## src/rtl/ddr3_cmd_arbiter.sv

```systemverilog
// DDR3 command arbiter: round-robin bank grant with REF priority
// and tRRD/tCCD spacing on a single registered command bus.
module ddr3_cmd_arbiter #(
  parameter int NUM_BANKS   = 8,
  parameter int ROW_W       = 14,
  parameter int COL_W       = 10,
  parameter int tRRD_CYCLES = 4,
  parameter int tCCD_CYCLES = 4,
  localparam int BW = (NUM_BANKS > 1) ? $clog2(NUM_BANKS) : 1,
  localparam int AW = (ROW_W > COL_W) ? ROW_W : COL_W
) (
  input  logic                     clk,
  input  logic                     rst_n,
  input  logic [NUM_BANKS-1:0]     bank_req,
  input  logic [3*NUM_BANKS-1:0]   bank_cmd,
  input  logic [ROW_W*NUM_BANKS-1:0] bank_row,
  input  logic [COL_W*NUM_BANKS-1:0] bank_col,
  output logic [NUM_BANKS-1:0]     bank_grant,
  input  logic                     refresh_cmd_valid,
  input  logic                     refresh_imminent,
  output logic                     refresh_issued,
  output logic                     cmd_valid,
  output logic [2:0]               cmd_type,
  output logic [BW-1:0]            cmd_bank,
  output logic [AW-1:0]            cmd_addr
);

  localparam logic [2:0] C_ACT = 3'd1;
  localparam logic [2:0] C_RD  = 3'd2;
  localparam logic [2:0] C_WR  = 3'd3;
  localparam logic [2:0] C_PRE = 3'd4;
  localparam logic [2:0] C_REF = 3'd5;

  localparam int RRD_W = $clog2(tRRD_CYCLES + 2);
  localparam int CCD_W = $clog2(tCCD_CYCLES + 2);
  localparam logic [RRD_W-1:0] RRD_MAX = RRD_W'(tRRD_CYCLES);
  localparam logic [CCD_W-1:0] CCD_MAX = CCD_W'(tCCD_CYCLES);

  logic                 ref_pending;
  logic [BW-1:0]        rr_ptr;
  logic [RRD_W-1:0]     rrd_cnt;
  logic [CCD_W-1:0]     ccd_cnt;

  logic                 rrd_ok;
  logic                 ccd_ok;
  logic [NUM_BANKS-1:0] elig;
  logic [2:0]           code;
  logic                 tok;
  logic [BW-1:0]        cand;
  logic                 found;
  logic [BW-1:0]        sel;
  logic [2:0]           sel_code;
  logic                 do_grant;
  logic                 act_fire;
  logic                 cas_fire;

  logic                 n_valid;
  logic [2:0]           n_type;
  logic [BW-1:0]        n_bank;
  logic [AW-1:0]        n_addr;
  logic [NUM_BANKS-1:0] n_grant;
  logic                 n_ref;
  logic [BW-1:0]        n_rr;

  // counters hold cycles since the last issue; next issue lands one later
  assign rrd_ok = (int'(rrd_cnt) + 1 >= tRRD_CYCLES);
  assign ccd_ok = (int'(ccd_cnt) + 1 >= tCCD_CYCLES);

  always_comb begin
    elig = '0;
    code = '0;
    tok  = 1'b0;
    for (int b = 0; b < NUM_BANKS; b++) begin
      code = bank_cmd[3*b +: 3];
      case (code)
        C_ACT:      tok = ~refresh_imminent & rrd_ok;
        C_RD, C_WR: tok = ccd_ok;
        C_PRE:      tok = 1'b1;
        default:    tok = 1'b0;
      endcase
      elig[b] = bank_req[b] & ~bank_grant[b] & tok;
    end
  end

  always_comb begin
    found = 1'b0;
    sel   = '0;
    cand  = '0;
    for (int i = 0; i < NUM_BANKS; i++) begin
      cand = BW'((int'(rr_ptr) + i) % NUM_BANKS);
      if (!found && elig[cand]) begin
        found = 1'b1;
        sel   = cand;
      end
    end
  end

  assign sel_code = bank_cmd[3*sel +: 3];
  assign do_grant = found & ~ref_pending & ~refresh_cmd_valid;
  assign act_fire = do_grant & (sel_code == C_ACT);
  assign cas_fire = do_grant & ((sel_code == C_RD) | (sel_code == C_WR));

  always_comb begin
    n_valid = 1'b0;
    n_type  = '0;
    n_bank  = '0;
    n_addr  = '0;
    n_grant = '0;
    n_ref   = 1'b0;
    n_rr    = rr_ptr;
    unique case (1'b1)
      ref_pending: begin
        n_valid = 1'b1;
        n_type  = C_REF;
        n_ref   = 1'b1;
      end
      do_grant: begin
        n_valid      = 1'b1;
        n_type       = sel_code;
        n_bank       = sel;
        n_grant[sel] = 1'b1;
        n_rr = (int'(sel) + 1 == NUM_BANKS) ? '0 : BW'(int'(sel) + 1);
        if (sel_code == C_ACT)
          n_addr = AW'(bank_row[ROW_W*sel +: ROW_W]);
        else if (sel_code == C_RD || sel_code == C_WR)
          n_addr = AW'(bank_col[COL_W*sel +: COL_W]);
      end
      default: ;
    endcase
  end

  always_ff @(posedge clk or negedge rst_n) begin
    if (!rst_n) begin
      ref_pending    <= 1'b0;
      rr_ptr         <= '0;
      rrd_cnt        <= RRD_MAX;
      ccd_cnt        <= CCD_MAX;
      cmd_valid      <= 1'b0;
      cmd_type       <= '0;
      cmd_bank       <= '0;
      cmd_addr       <= '0;
      bank_grant     <= '0;
      refresh_issued <= 1'b0;
    end else begin
      // a pulse during a pending REF is absorbed as it issues
      ref_pending    <= refresh_cmd_valid & ~ref_pending;
      rr_ptr         <= n_rr;
      rrd_cnt        <= act_fire ? '0 :
                        (rrd_cnt == RRD_MAX) ? RRD_MAX : rrd_cnt + 1'b1;
      ccd_cnt        <= cas_fire ? '0 :
                        (ccd_cnt == CCD_MAX) ? CCD_MAX : ccd_cnt + 1'b1;
      cmd_valid      <= n_valid;
      cmd_type       <= n_type;
      cmd_bank       <= n_bank;
      cmd_addr       <= n_addr;
      bank_grant     <= n_grant;
      refresh_issued <= n_ref;
    end
  end

endmodule
```

## config.mk

```make
export PLATFORM = sky130hd
export DESIGN_NAME = ddr3_cmd_arbiter
export DESIGN_NICKNAME = d
export VERILOG_FILES = /design/src/rtl/ddr3_cmd_arbiter.sv
export SDC_FILE = /design/constraint.sdc
export NUM_CORES = 1
export LEC_CHECK = 0
export CAP_MARGIN = 30
export CELL_PAD_IN_SITES_DETAIL_PLACEMENT = 0
export CELL_PAD_IN_SITES_GLOBAL_PLACEMENT = 1
export CORE_AREA = 2 2 135 137
export CTS_CLUSTER_SIZE = 12
export DETAILED_ROUTE_END_ITERATION = 6
export DIE_AREA = 0 0 137 139
export HOLD_SLACK_MARGIN = 0.1
export PLACE_DENSITY = 0.9
export SYNTH_ARGS = -nofsm -noshare
export SYNTH_HDL_FRONTEND = slang
export SYNTH_SLANG_ARGS = --single-unit
```

## constraint.sdc

```tcl
create_clock -name clk -period 7.15 [get_ports clk]
set_input_delay 1.43 -clock clk [delete_from_list [all_inputs] [get_ports clk]]
set_output_delay 1.43 -clock clk [all_outputs]
set_load 0.01 [all_outputs]
```

After elaboration in Yosys (flattened, before gate mapping)
Index checks and enable logic that the tools add are counted.
{"block": "word_totals", "ff_bits": 40, "input_bits": 228, "output_inout_bits": 30, "elab_cells": 192}
{"block": "op_classes", "addsub": 12, "n_mul": 3, "n_lt_le_gt_ge": 12, "eq_ne": 38, "shift": 3, "n_mux": 55, "n_bitwise": 34, "n_reduce_logical": 25}
{"cell": "indexed part select 112 x 8 -> 14 bit", "n": 1}
{"cell": "indexed part select 80 x 8 -> 10 bit", "n": 1}
{"cell": "equality test 3 x 2 -> 1 bit (second input constant)", "n": 18}
{"cell": "two-way mux 3 bit", "n": 14}
{"cell": "less-than comparator 3 x 4 -> 1 bit (second input constant)", "n": 9}
{"cell": "equality test 32 x 5 -> 1 bit (second input constant)", "n": 1}
{"cell": "equality test 3 bit (second input constant)", "n": 10}
{"cell": "two-way mux 14 bit", "n": 2}
{"cell": "equality test 3 x 1 -> 1 bit (second input constant)", "n": 9}
{"cell": "binary-select mux 1 bit (select 3 bit)", "n": 8}
{"cell": "one-hot mux 1 bit (3 select lines)", "n": 8}
{"cell": "indexed part select 24 x 6 -> 3 bit", "n": 1}
{"cell": "AND 1 bit", "n": 22}
{"cell": "two-way mux 1 bit", "n": 19}
{"cell": "OR reduction 2 bit", "n": 9}
{"cell": "adder 3 x 1 -> 4 bit (second input constant)", "n": 3}
{"cell": "adder 3 bit (second input constant)", "n": 4}
{"cell": "multiplier 3 x 3 -> 6 bit (first input constant)", "n": 2}
{"cell": "NOT 1 bit", "n": 11}
{"cell": "two-way mux 10 bit", "n": 1}
{"cell": "adder 3 x 1 -> 3 bit (second input constant)", "n": 3}
{"cell": "greater-or-equal comparator 4 x 3 -> 1 bit (second input constant)", "n": 2}
{"cell": "logical AND 1 bit", "n": 8}
{"cell": "two-way mux 8 bit", "n": 1}
{"cell": "other kinds (8)", "n": 15}

Logic depth before layout (Yosys ltp)
Gate-level depths: netlist of the first run.
{"block": "depth", "word_depth": 36, "mapped_depth": 20, "ltp_nobuf": 16}

Worst setup path after synthesis of the first run
No wires, ideal clock.
{"block": "synth_path", "kind": "input -> register", "from": "input refresh_imminent", "to": "register cmd_addr[4]", "setup_ns": 0.087, "t_arrival_ns": 5.591, "t_required_ns": 7.063, "setup_slack_ns": 1.471, "cell_stages": 15, "path_buffers": 3, "path_cell_list": "o21bai_2 a2111oi_1 o31ai_1 mux4_2 mux2_2 a21boi_0 o311ai_2 o21a_2 buf_6 mux4_2 a2111o_1 or4_1 buf_2 buf_6 a32oi_1"}
{"block": "synth_via", "elab_chain_len": 35, "elab_cells_between_ends": 79, "cone_classes": "mul: 3; eq/ne: 3; shift: 3; mux: 43; bitwise: 12; reduce/logical: 15"}
{"element": "from (decl)", "line": "20", "rtl": "input logic refresh_imminent,"}
{"element": "NOT 1 bit *", "line": "76", "rtl": "C_ACT: tok = ~refresh_imminent & rrd_ok;"}
{"element": "AND 1 bit *", "line": "76"}
{"element": "one-hot mux 1 bit (3 select lines)", "line": "75", "rtl": "case (code)"}
{"element": "AND 1 bit", "line": "81", "rtl": "elig[b] = bank_req[b] & ~bank_grant[b] & tok;"}
{"element": "binary-select mux 1 bit (select 3 bit)", "line": "91", "rtl": "if (!found && elig[cand]) begin"}
{"element": "two-way mux 1 bit (implied by the code)", "line": "91"}
{"element": "two-way mux 1 bit", "line": "91"}
{"element": "zero test 1 bit", "line": "91"}
{"element": "[... 20 more ...]"}
{"element": "multiplier 2 x 3 -> 5 bit", "line": "98", "rtl": "assign sel_code = bank_cmd[3*sel +: 3];"}
{"element": "indexed part select 24 x 6 -> 3 bit", "line": "98"}
{"element": "equality test 3 x 2 -> 1 bit", "line": "125", "rtl": "else if (sel_code == C_RD || sel_code == C_WR)"}
{"element": "logical OR 1 bit", "line": "125"}
{"element": "two-way mux 10 bit", "line": "125"}
{"element": "two-way mux 14 bit", "line": "123", "rtl": "if (sel_code == C_ACT)"}
{"element": "two-way mux 14 bit *", "line": "111", "rtl": "unique case (1'b1)"}
{"element": "net n_addr[4]", "line": "60", "rtl": "logic [AW-1:0] n_addr;"}
{"element": "to (signal assigned)", "line": "155", "rtl": "cmd_addr <= n_addr;"}
{"element": "to (decl)", "line": "25", "rtl": "output logic [AW-1:0] cmd_addr"}
The timed path passes the listed nets; every way through them passes the cells marked *. The select of a mux whose other input is x is not followed.
A chain may end at the register's enable or synchronous reset.

Worst setup path in the final report of the first run
{"block": "layout_path", "from": "input refresh_imminent", "to": "register cmd_addr[1]"}
Same word-level chain as after synthesis.

==> flow_summary_export.csv, run 1 <==
group,metric,value,unit
layout,ratio_of_cells_with_drive_above_1_in_the_final_layout,11.10,%
floorplan,initial_utilization,29.19,%
sta,max_slew.worst_pin.slew,861.8,ps
clocking,cts_tree,"yes",
sta,whs,488.8,ps
critical_path,crit_start,"refresh_imminent",
sta,final_hold_viol_count,0,
synth,synth_edf_count,0,
sta,worst_slew_margin_rel,42.13,%
critical_path,path_max_fanout,17,
power,power_leakage,3.285,nW
sta,unrepaired_setup_endpoints_after_global_routing,"no",
floorplan,number_of_standard_cell_rows_in_the_floorplan,49,
clocking,cts_buffers,5,
clocking,cts-hold-fix-buffers,0,
drt,num_vias,5571,
sta,drv_slew,0,
hold_path,timing.hold.worst_endpoint,"refresh_issued",
hold_path,worst_hold_path.num_cells,0,
layout,ff_latch_area,1003,sq um
synth,yosysSeqAreaShare,19.47,%
synth,syn-instance-count,531,
synth,synth.top_cells.by_area,"mux2i_1, dfrtp_1, mux4_2, nand2_1, nor2_1",
grt,grt_overflow,0,
floorplan,floorplan.die.height,139,microns
power,pwr_density_cell,586.3,nW/um^2
synth,netlist_area,5154,sq um
clocking,ctsLongestPathBuffers,2,
layout,layout.cells.most_common,"clkdlybuf4s50_1",
critical_path,startpoint_type,"primary input",
synth,synthesis.nets,766,
grt,globalRouteTotalUtil,22.66,%
clocking,tritoncts_num_sinks,40,
critical_path,crit_arrival,6720,ps
grt,grt_pass1_wl,32.95,mm
critical_path,timing.reg2reg.setup_slack,1440,ps
clocking,cts_root_buffer,"clkbuf_16",
synth,ys_ff_latch,40,
drt,viasPerCell,5.543,
drt,postRouteWirelength,21.56,mm
clocking,resize_count_post_cts,0,
clocking,h-tree-depth,2,
grt,grt_max_degree,73,
synth,ys_async_sr_fraction,100.0,%
place,routabilityCongestion,0.9732,
sta,setup_viol,0,
floorplan,die-width,137,microns
status,status,"complete, no violations",
hold_path,hold_start,"ref_pending",
synth,synthDominantCellAreaShare,21.75,%
layout,multi_input_area,3872,sq um
layout,final_area,8152,sq um
place,detailed_place.area,7975,sq um
layout,fill_cells,1714,
power,power.ir.vdd_worst,0.6326,mV
floorplan,floorplan.die_area,19040,sq um
sta,final.setup_skew,9.618,ps
layout,nets,1009,
synth,synthDominantAreaCellType,"mux2i_1",
power,p_total,4.779,mW
critical_path,cp.required,7340,ps
clocking,post-cts-setup-buffers,0,
drt,drtPass1Iterations,5,
grt,grt_pass1_vias,5689,
critical_path,reg2reg_from,"rrd_cnt[0]",
critical_path,worst-setup-path-type,"in -> reg",
layout,most-common-layout-cells,"clkdlybuf4s50_1, mux2i_1, nand2_1",
sta,timing.setup.tns,0,ps
floorplan,core_area,17660,sq um
drt,first_iter_violations,408,
sta,maxClockFrequency,0.1533,GHz
critical_path,regToRegEndpoint,"cmd_addr[1]",
sta,fin_crit_sh,91.25,%
sta,final_period_minus_worst_setup_slack,6525,ps
synth,syn_area_per_cell,9.706,sq um
hold_path,worstHoldPathType,"reg -> reg",
synth,synth.yosys.warnings,0,
drt,drt_drc_violations_left,0,
floorplan,io_pins,258,
drt,drtAntennaViolNets,0,
layout,post-route-util,46.17,%
grt,antenna_violations_before_repair,1,
synth,yosysUniqueCellTypes,69,
clocking,clk_latency,290,ps
critical_path,crit_path_end_kind,"flip-flop",
clocking,clk_pin_slew,60,ps
critical_path,ff2ff_path_depth,15,
layout,areaGrowthSynthToFinish,58.17,%
place,place.port_buffers,257,
drt,detail_route.wl_per_cell,21.45,microns
job,max_cap_violations,0,
place,detailedPlacementHpwl,17.83,mm
synth,yosys_most_used_dff,"dfrtp_1",
[how the worst max path moves through the flow]
| stage | endpoint | slack, ps | cells past startpoint |
|---|---|---|---|
| 2_1_floorplan | cmd_addr[4] | 1470 | 15 |
| 3_3_place_gp | rrd_cnt[1] | 490 | 14 |
| 3_5_place_dp | rrd_cnt[1] | 400 | 14 |
| 4_1_cts | cmd_addr[1] | 680 | 14 |
| 5_1_grt | cmd_addr[1] | 290 | 14 |
| 6_report | cmd_addr[1] | 630 | 14 |
[metal layers]
| layer | up-vias | routed length, microns | global-route usage [%] |
|---|---|---|---|
| li1 | 2586 | - | - |
| met1 | 2646 | 8432 | 28.26 |
| met2 | 298 | 10530 | 38.13 |
| met3 | 41 | 1732 | 3.984 |
| met4 | 0 | 868 | 9.604 |
| met5 | - | 0 | 0 |
[where the power goes]
part / switching, mW / internal (mW)
logic: 2.25 / 1.91
clock network: 0.0955 / 0.139
registers: 0.0667 / 0.316
[critical path: stages]
cell	delay, ps
clkdlybuf4s50_1	400
o21bai_2	240
a2111oi_1	710
o31a_1	340
mux2i_1	170
mux4_2	560
o21a_1	230
o31ai_1	440
o21a_4	280
buf_4	310
mux2i_1	140
a2111o_1	430
or4_1	710
a32oi_1	330
[cell families (layout without fill, tap and decap cells)]
kind of cell | count (synthesis) | count (layout) | synth area share, %
AND/OR/NAND/NOR | 131 | 131 | 13.04
other | 0 | 1 | 0
adder cells (fa/ha/maj) | 7 | 7 | 1.699
multiplexers | 156 | 156 | 39.45
buffers and inverters | 67 | 311 | 5.535
AO/OA/AOI/OAI | 127 | 127 | 20.30
flip-flops | 40 | 40 | 19.47
XOR/XNOR | 3 | 3 | 0.5099
[registers in the layout (all words and copies together), names as in the netlist]
signal          flops
cmd_bank            3
ccd_cnt             3
cmd_addr           14
refresh_issued      1
ref_pending         1
cmd_type            3
bank_grant          8
rr_ptr              3
rrd_cnt             3
cmd_valid           1
[Yosys cell counts, types with 11 or more instances]
| cell | n |
|---|---|
| nand2b_1 | 12 |
| dfrtp_1 | 38 |
| buf_2 | 15 |
| nor2_1 | 26 |
| nand2_1 | 39 |
| a32oi_1 | 11 |
| nor3b_1 | 11 |
| inv_1 | 24 |
| mux2i_1 | 112 |
| clkbuf_1 | 17 |
| a21o_1 | 12 |
| mux4_2 | 37 |
| o211ai_1 | 12 |
[per-stage QoR]
| step | cells | worst slack (ps) |
|---|---|---|
| 2_1_floorplan | 531 | 1471 |
| 3_3_place_gp | 995 | 490.4 |
| 3_5_place_dp | 995 | 397.2 |
| 4_1_cts | 1003 | 681.2 |
| 5_1_grt | 1005 | 294.5 |
| 6_report | 1005 | 625.5 |
[cell type report]
| class | instances | share of cell area (%) |
|---|---|---|
| Multi-Input combinational cell | 424 | 47.51 |
| Timing Repair Buffer | 275 | 33.46 |
| Sequential cell | 40 | 12.31 |
| Tap cell | 229 | 3.515 |
| Clock buffer | 6 | 1.704 |
| Inverter | 28 | 1.289 |
| Clock inverter | 2 | 0.1842 |
| Antenna cell | 1 | 0.03070 |
Note: power is estimated with default switching activity, not from simulation.
==> run 2: changes to the inputs <==
ABC_CLOCK_PERIOD_IN_PS = 7150   (was not set)
PLACE_DENSITY = not set   (was 0.9)
PLACE_DENSITY_LB_ADDON = 0.12   (was not set)
==> flow_summary_export.csv, run 2 (same netlist as run 1, synthesis figures left out) <==
group,metric,value,unit
drt,detail_route.wl_per_cell,21.88,microns
sta,fin_crit_sh,93.87,%
drt,viasPerCell,5.448,
layout,layout.cells.most_common,"clkdlybuf4s50_1",
clocking,ctsLongestPathBuffers,2,
power,pwr_density_cell,582.6,nW/um^2
clocking,tritoncts_num_sinks,40,
power,power_leakage,3.299,nW
critical_path,startpoint_type,"primary input",
layout,post-route-util,46.26,%
sta,worst_slew_margin_rel,38.59,%
power,power.ir.vdd_worst,0.5034,mV
grt,grt_pass1_wl,33.08,mm
critical_path,timing.reg2reg.setup_slack,1340,ps
layout,post_route_insts_no_fill,1004,
place,detailedPlacementHpwl,18.39,mm
power,p_total,4.759,mW
layout,largestRegisters,"cmd_addr (14), bank_grant (8)",
floorplan,core_area,17660,sq um
clocking,cts_buffers,5,
sta,setup_viol,0,
clocking,cts_root_buffer,"clkbuf_16",
layout,ratio_of_cells_with_drive_above_1_in_the_final_layout,11.10,%
hold_path,worstHoldPathType,"reg -> reg",
clocking,post-cts-setup-buffers,0,
sta,final_hold_viol_count,0,
sta,maxClockFrequency,0.1490,GHz
job,max_cap_violations,0,
floorplan,io_pins,258,
drt,drt_drc_violations_left,0,
critical_path,crit_arrival,6890,ps
sta,max_slew.worst_pin.slew,921.2,ps
drt,postRouteWirelength,21.97,mm
place,placed_cells_incl_taps,995,
clocking,cts_tree,"yes",
grt,antenna_violations_before_repair,0,
clocking,clk_latency,290,ps
sta,final.setup_skew,5.784,ps
sta,unrepaired_setup_endpoints_after_global_routing,"no",
grt,globalRouteTotalUtil,22.80,%
drt,num_vias,5470,
critical_path,ff2ff_path_depth,13,
status,status,"complete, no violations",
sta,drv_slew,0,
clocking,resize_count_post_cts,0,
layout,largest-register,"cmd_addr",
grt,grt_max_degree,83,
layout,areaGrowthSynthToFinish,58.48,%
hold_path,worst_hold_path.num_cells,0,
layout,ant_cells,0,
floorplan,number_of_standard_cell_rows_in_the_floorplan,49,
clocking,h-tree-depth,2,
drt,drtAntennaViolNets,0,
layout,most-common-layout-cells,"clkdlybuf4s50_1, mux2i_1, nand2_1",
sta,final_period_minus_worst_setup_slack,6712,ps
critical_path,crit_path_end_kind,"flip-flop",
grt,grt_overflow,0,
critical_path,worst-setup-path-type,"in -> reg",
floorplan,die-width,137,microns
clocking,clk_pin_slew,60,ps
place,routabilityCongestion,0.9327,
critical_path,path_max_fanout,17,
critical_path,cp.required,7330,ps
layout,largest_register_ff_count,14,
place,place.port_buffers,257,
floorplan,initial_utilization,29.19,%
drt,first_iter_violations,391,
clocking,cts-hold-fix-buffers,0,
drt,drtPass1Iterations,5,
sta,timing.setup.tns,0,ps
floorplan,floorplan.die_area,19040,sq um
floorplan,floorplan.die.height,139,microns
grt,grt_pass1_vias,5793,
layout,nets,1009,
run 2: path summary, 6_finish.rpt:
kind	from	to
worst max-delay path	refresh_imminent	rrd_cnt[1]
worst min-delay path	ref_pending	refresh_issued
worst max register to register	rrd_cnt[0]	rrd_cnt[1]
worst min register to register	ref_pending	refresh_issued
max in group asynchronous	rst_n	ccd_cnt[2]
min in group asynchronous	rst_n	refresh_issued
run 2: cell type report:
class                      count  area [sq um]
fill                        1685          9489
multi-input combinational    424          3872
timing repair buffer         275          2728
sequential                    40          1003
tap                          229         286.5
clock buffer                   5         125.1
inverter                      28         105.1
clock inverter                 3         47.55
run 2: routing by layer:
layer,GRT usage [%],wire (microns),vias up
met2,41.06,11340,252
li1,-,-,2585
met4,6.240,468,0
met5,0,0,-
met1,27.46,8740,2605
met3,4.094,1426,28
run 2: per-stage QoR:
step | instance area (sq um) | setup slack, ps | hold WS (ps)
2_1_floorplan | 5154 | 1471 | 421.2
3_3_place_gp | 7975 | 189.0 | 461.4
3_5_place_dp | 7975 | 178.4 | 461.8
4_1_cts | 8148 | 443.1 | 470.6
5_1_grt | 8168 | 142.3 | 487.0
6_report | 8168 | 438.1 | 465.3
run 2: power breakdown:
part,switching (mW),total [mW],internal [mW]
logic,2.22,4.12,1.90
clock network,0.0968,0.263,0.166
registers,0.0650,0.381,0.316
total,2.38,4.76,2.38
run 2: critical path: stages:
cell and delay (ps):
clkdlybuf4s50_1 420, o21bai_2 240, a2111oi_1 820, o31a_1 310, mux2i_1 160, mux4_2 560, o21a_1 220, o31ai_1 510
o21a_4 320, mux4_2 550, a2111o_1 320, or4_1 720, and3_1 300
